[config.mk]
export PLATFORM = sky130hd
export DESIGN_NAME = sender_scheduler
export DESIGN_NICKNAME = d
export VERILOG_FILES = /design/src/rtl/sender_scheduler.sv
export SDC_FILE = /design/constraint.sdc
export NUM_CORES = 1
export LEC_CHECK = 0
export CAP_MARGIN = 20
export CORE_MARGIN = 2
export CORE_UTILIZATION = 39
export DETAILED_ROUTE_END_ITERATION = 10
export PLACE_DENSITY = 0.85
export SLEW_MARGIN = 25
export SYNTH_ARGS = -nofsm -noshare
export SYNTH_HDL_FRONTEND = slang
export SYNTH_SLANG_ARGS = --single-unit
[constraint.sdc]
create_clock -name clk -period 2.82 [get_ports clk]
set_clock_uncertainty 0.2 [all_clocks]
set_input_delay 0.705 -clock clk [delete_from_list [all_inputs] [get_ports clk]]
set_output_delay 0.705 -clock clk [all_outputs]
set_load 0.01 [all_outputs]
[src/rtl/sender_scheduler.sv]
// rtl/sender_scheduler.sv - three-way arbiter feeding the 40-bit serial frame sender
//
// Grants one requester per frame slot and drives the sender's load strobe.
// Each slot is one IDLE (grant) cycle, then PULSE_CYCLES of snd_valid, then
// FRAME_CYCLES of guard time while the sender shifts the frame out.
//
// Ports:
//   clk         in   rising-edge clock shared with the sender
//   rst_n       in   synchronous reset, active low
//   req_valid   in   [2:0] requester has a word
//   req_data    in   [3*DATA_W-1:0] requester i at bits [i*DATA_W +: DATA_W]
//   req_ready   out  [2:0] one-hot acceptance strobe (IDLE only)
//   snd_data    out  [DATA_W-1:0] word loaded into the sender
//   snd_valid   out  sender load strobe
//   grant_id    out  [1:0] owner of the current/last slot
//   busy        out  high whenever not IDLE
//   frame_done  out  one-cycle pulse on WAIT->IDLE
module sender_scheduler #(
  parameter int DATA_W       = 40,
  parameter int PULSE_CYCLES = 2,
  parameter int FRAME_CYCLES = 44,
  parameter bit PRIO0        = 1'b1
) (
  input  logic                  clk,
  input  logic                  rst_n,
  input  logic [2:0]            req_valid,
  input  logic [3*DATA_W-1:0]   req_data,
  output logic [2:0]            req_ready,
  output logic [DATA_W-1:0]     snd_data,
  output logic                  snd_valid,
  output logic [1:0]            grant_id,
  output logic                  busy,
  output logic                  frame_done
);

  typedef enum logic [1:0] {
    IDLE  = 2'd0,
    PULSE = 2'd1,
    WAIT  = 2'd2
  } state_t;

  localparam logic [7:0] PULSE_LOAD = 8'(PULSE_CYCLES);
  localparam logic [7:0] FRAME_LOAD = 8'(FRAME_CYCLES);

  state_t            state;
  logic [7:0]        cnt;
  logic [1:0]        rr_ptr;
  logic [1:0]        winner;
  logic [1:0]        ptr_plus1;
  logic [1:0]        ptr_plus2;
  logic [1:0]        next_ptr;
  logic [3:0]        valid_pad;
  logic [DATA_W-1:0] win_data;

  // Round-robin scan starting at rr_ptr; requester 0 may pre-empt the scan.
  // valid_pad keeps the rr_ptr index in range even for the unused value 3.
  always_comb begin
    valid_pad = {1'b0, req_valid};
    ptr_plus1 = (rr_ptr == 2'd2) ? 2'd0 : rr_ptr + 2'd1;
    ptr_plus2 = (ptr_plus1 == 2'd2) ? 2'd0 : ptr_plus1 + 2'd1;
    winner    = ptr_plus2;
    if (PRIO0 && req_valid[0]) begin
      winner = 2'd0;
    end else if (valid_pad[rr_ptr]) begin
      winner = rr_ptr;
    end else if (valid_pad[ptr_plus1]) begin
      winner = ptr_plus1;
    end
    next_ptr = (winner == 2'd2) ? 2'd0 : winner + 2'd1;
  end

  always_comb begin
    case (winner)
      2'd0:    win_data = req_data[0 +: DATA_W];
      2'd1:    win_data = req_data[DATA_W +: DATA_W];
      default: win_data = req_data[2*DATA_W +: DATA_W];
    endcase
  end

  always_comb begin
    req_ready = 3'b000;
    if (state == IDLE && |req_valid) begin
      req_ready = 3'b001 << winner;
    end
    busy = (state != IDLE);
  end

  // Reset lands in WAIT so a frame the sender may already be shifting
  // gets a full guard interval before the first grant.
  always_ff @(posedge clk) begin
    if (!rst_n) begin
      state      <= WAIT;
      cnt        <= FRAME_LOAD;
      rr_ptr     <= 2'd0;
      snd_valid  <= 1'b0;
      snd_data   <= '0;
      grant_id   <= 2'd0;
      frame_done <= 1'b0;
    end else begin
      frame_done <= 1'b0;
      case (state)
        IDLE: begin
          if (|req_valid) begin
            snd_data  <= win_data;
            grant_id  <= winner;
            rr_ptr    <= next_ptr;
            cnt       <= PULSE_LOAD;
            snd_valid <= 1'b1;
            state     <= PULSE;
          end
        end
        PULSE: begin
          if (cnt == 8'd1) begin
            snd_valid <= 1'b0;
            cnt       <= FRAME_LOAD;
            state     <= WAIT;
          end else begin
            cnt <= cnt - 8'd1;
          end
        end
        WAIT: begin
          if (cnt == 8'd1) begin
            state      <= IDLE;
            frame_done <= 1'b1;
          end else begin
            cnt <= cnt - 8'd1;
          end
        end
        default: begin
          snd_valid <= 1'b0;
          cnt       <= FRAME_LOAD;
          state     <= WAIT;
        end
      endcase
    end
  end

endmodule

==> results summary <==
The sum of routed wire length over all layers came out at 11,300 um. The critical path start-end classification is input port to primary output. The number of buffers created by CTS came out at 5. The dominant register cell in the synthesized netlist is sky130_fd_sc_hd__dfxtp_1. The switching power of the nets came out at 409 uW. The number of hold buffers added after cts came out at 0. Per report_power, the clock group accounts for around 28% of the total. The transition time at the pin with the least slew margin is 0.766 ns. Entering global routing, the biggest net connects 45 pins. Dividing the detail-routed via count by the number of cells gives a little over 6. The number of distinct library cell variants in the gate-level netlist after synthesis is 46. The number of detailed-route iterations in the first pass is 6. The count of maximum capacitance violations is 0.

The count of pins on the block boundary came out at 173. The maximum resistive drop on vdd is 214 uV. In the layout the commonest cells are 165 x sky130_fd_sc_hd__clkdlybuf4s50_1, 56 x sky130_fd_sc_hd__dfxtp_1, 40 x sky130_fd_sc_hd__a221o_1, 40 x sky130_fd_sc_hd__o211a_1, 26 x sky130_fd_sc_hd__buf_4.

For this design, the slowest cell found on the critical path is sky130_fd_sc_hd__or3_4. The overall via count from detail_route came out at roughly 3,600. Combinational logic is responsible for between 20% and 30% of the overall power.

The final antenna-violating net count came out at 0. The internal power of the cells is 1180 uW. The post-route clock period utilization is 98.0%. The final-report max-slew violation count is 0. CTS saw 56 sinks. In this run the number of H-tree levels came out at 2. The run finished with clean final reports. The most common cell after layout, fill and taps aside is sky130_fd_sc_hd__clkdlybuf4s50_1. The number of synthesized flops with an enable pin is 0. The critical path crosses 6 cells after its start point. The synthesized area per cell is ~10 um2. The standard cell area after detailed placement is 5040 um2. The total half-perimeter wirelength after legalization and detailed placement came out at between 7000 and 8000 um. The number of global-route vias before repair is approximately 3,500. The area of the die is 8820 um2. Clock tree synthesis selected as its root buffer the cell sky130_fd_sc_hd__clkbuf_8. For the worst flop-to-flop path, the logic depth is 14. The clock passes through at most 2 buffers. The starting DRC count in detailed routing came out at 133. The finished cells cover roughly 5200 um2. The worst setup path is launched from an input port. The global-route wire length before repair came out at ~18,000 um. The initialized floorplan defines 32 standard-cell rows. The area added between synthesis and finish is 65.8%. The worst register-to-register path begins at rr_ptr[1]. The switching share of power is 25.8%. On the critical path the largest part of the delay comes from simple AND/OR/NAND/NOR gates.

The data arrival time of the worst path came out at approximately 1.9 ns. The most critical setup path has its startpoint at req_valid[0]. The setup-violating endpoint count in the final report is 0.

At the later pin of the worst-skew pair, clock insertion delay measures 0.32 ns. The count of final hold-check violations is 0. The area inside the core boundary is 7770 um2. The core occupancy in the finished layout is 67.3%. The number of warnings issued by yosys is 0. The initial utilization of the core area, before any placement, comes to 40.6%.

The worst relative slew slack came out at a little under half. Setup repair after global routing left no endpoint under its margin. The endpoint identified for the worst register-to-register timing path is grant_id[1].

The maximum achievable frequency is 362 MHz. The clock transition at the registers of the reported paths came out at 0.09 ns. The worst-case setup margin in the final layout came out at 0.0571 ns. The synthesized netlist net count is 442. At the placement stage, the worst setup path has a slack of -0.473 ns.

The cell count after placement came out at 567. After detailed routing, the average wire length per cell comes to between 15 and 20 um. The repair_antennas step left the layout with diodes totalling 0. The count of cells in the finished layout, fillers not included, comes to 586. The required time at the endpoint of the critical path came out at between 1.5 and 2 ns. In this run the cell area of the synthesized design comes to 3150 um2. Setup total negative slack on the finished layout was measured at 0 ns.

The fraction of final layout cells with drive strength greater than 1 came out at ~16%. The total routing resource utilization after global routing is 24.8%. The register-to-register path setup slack came out at 0.22 ns. For this run, the slowest stage of the critical path takes 0.38 ns. The die outline height came out at 93.9 um. The worst setup path is captured at a primary output.

The worst hold path belongs to the class flip-flop to flip-flop. The capturing instance or port of the critical path is req_ready[1]. The filler cell count in the final layout is 630. The worst path buffer plus inverter count came out at 3.

Traced cell by cell, the critical path runs through dlygate4sd2_1 > or3_4 > and2_4 > nand2_2 > inv_1 > clkdlybuf4s15_2. The areal power density over the cells came out at 304 nW/um2. The largest fanout on the critical path came out at 3.

The count of buffers added on input and output ports is 172. The number of antenna violations at the first check in global routing is 0. The width of the die came out at about 94 um. The number of nets at the end of the flow came out at 610. In the synthesized netlist the async set-or-reset flop fraction comes to 0%. The flip-flop and latch count after synthesis came out at 56. The share of total power in sequential cells came out at 50.9%.

The weighted congestion at the end of routability-driven global placement is about 0.88. The sequential share of the synthesized area is 35.5%. The final critical path time including I/O delays and setup is 2.76 ns. TritonCTS built the clock tree.

The leakage dissipation is ~0.0022 uW. For this run, design rule violations remaining after detail routing come to 0. The global route total overflow is 0. The number of standard cells after synthesis is 315.
## cell type report
| class | instances | area [um2] | area share (%) |
|---|---|---|---|
| timing repair buffer | 202 | 1980 | 37.9 |
| multi-input combinational | 206 | 1870 | 35.7 |
| sequential | 56 | 1120 | 21.4 |
| tap | 102 | 128 | 2.44 |
| clock buffer | 5 | 68.8 | 1.32 |
| inverter | 12 | 45.0 | 0.861 |
| clock inverter | 3 | 18.8 | 0.359 |
## cell usage after synthesis (2+ instances only)
master | number | share of area, %
sky130_fd_sc_hd__nor3_1 | 3 | 0.48
sky130_fd_sc_hd__dfxtp_1 | 56 | 36
sky130_fd_sc_hd__and2_1 | 4 | 0.79
sky130_fd_sc_hd__o211ai_1 | 4 | 0.95
sky130_fd_sc_hd__a221o_1 | 40 | 13
sky130_fd_sc_hd__nor2_1 | 9 | 1.1
sky130_fd_sc_hd__nand3_1 | 4 | 0.63
sky130_fd_sc_hd__ha_1 | 2 | 0.79
sky130_fd_sc_hd__or4_1 | 3 | 0.71
sky130_fd_sc_hd__o221a_2 | 22 | 7.9
sky130_fd_sc_hd__inv_1 | 10 | 1.2
sky130_fd_sc_hd__a211oi_1 | 3 | 0.71
sky130_fd_sc_hd__a2111oi_0 | 2 | 0.56
sky130_fd_sc_hd__buf_2 | 12 | 1.9
sky130_fd_sc_hd__o31ai_1 | 2 | 0.48
sky130_fd_sc_hd__clkbuf_1 | 28 | 3.3
sky130_fd_sc_hd__nand2_1 | 9 | 1.1
sky130_fd_sc_hd__o21a_1 | 2 | 0.48
sky130_fd_sc_hd__o211a_1 | 40 | 13
sky130_fd_sc_hd__clkinv_1 | 2 | 0.24
sky130_fd_sc_hd__o221a_1 | 18 | 6.4
sky130_fd_sc_hd__a21oi_1 | 9 | 1.4
sky130_fd_sc_hd__o21ai_0 | 5 | 0.79
sky130_fd_sc_hd__a31oi_1 | 4 | 0.79
## worst min-delay path, cell delays in order, from the launching register on
cell and delay, ns:
sky130_fd_sc_hd__dfxtp_1 0.32, sky130_fd_sc_hd__inv_1 0.05, sky130_fd_sc_hd__o22ai_1 0.05
## power by group through the flow
| stage | combinational (uW) | clock [uW] | sequential (uW) |
|---|---|---|---|
| final | 339 | 440 | 808 |
| after floorplan | 116 | 0 | 824 |
| after detailed placement | 335 | 0 | 826 |
| after global routing | 362 | 493 | 810 |
| after CTS | 335 | 459 | 808 |
| after global placement | 325 | 0 | 826 |
## what timing repair did
action | 4_1_cts | 5_1_grt
gates cloned | 0 | 0
pin swaps | 2 | 1
gates resized for setup | 14 | 7
setup buffers | 10 | 1
setup endpoints to repair | 3 | 3
## sequential cells by signal, summed over array words and instances, names as in the netlist
signal,count
snd_data,40
state,2
rr_ptr,2
grant_id,2
cnt,8
snd_valid,1
frame_done,1
## kinds of logic (layout without fill, tap and decap cells)
| kind of cell | count (synthesis) | count (layout) | synth area share (%) |
|---|---|---|---|
| compound gates | 164 | 164 | 49.7 |
| flops | 56 | 56 | 35.5 |
| buf+inv | 53 | 222 | 6.78 |
| simple gates | 39 | 39 | 6.82 |
| fa+ha+maj | 2 | 2 | 0.793 |
| mux | 1 | 1 | 0.317 |
## metal layers
layer / up-vias / wire (um) / track usage (%)
li1: 1654 / - / -
met4: 0 / 172 / 8.21
met5: - / 0 / 0
met2: 160 / 5690 / 43.4
met3: 15 / 889 / 5.86
met1: 1737 / 4530 / 29.9
## through the flow
stage / power [uW] / hold WS, ns
finish: 1590 / 0.262
global placement: 1150 / 0.246
detailed placement: 1160 / 0.248
floorplan: 940 / 0.257
global route: 1670 / 0.274
CTS: 1600 / 0.262
## worst min path at each step
stage / to / startpoint / slack, ns / cells past startpoint
global route: grant_id[0] / grant_id[0] / 0.27 / 2
floorplan: rr_ptr[0] / rr_ptr[0] / 0.26 / 2
global placement: grant_id[0] / grant_id[0] / 0.25 / 2
detailed placement: grant_id[0] / grant_id[0] / 0.25 / 2
finish: snd_valid / snd_valid / 0.26 / 2
CTS: grant_id[0] / grant_id[0] / 0.26 / 2
(Power assumes the default switching activity.)
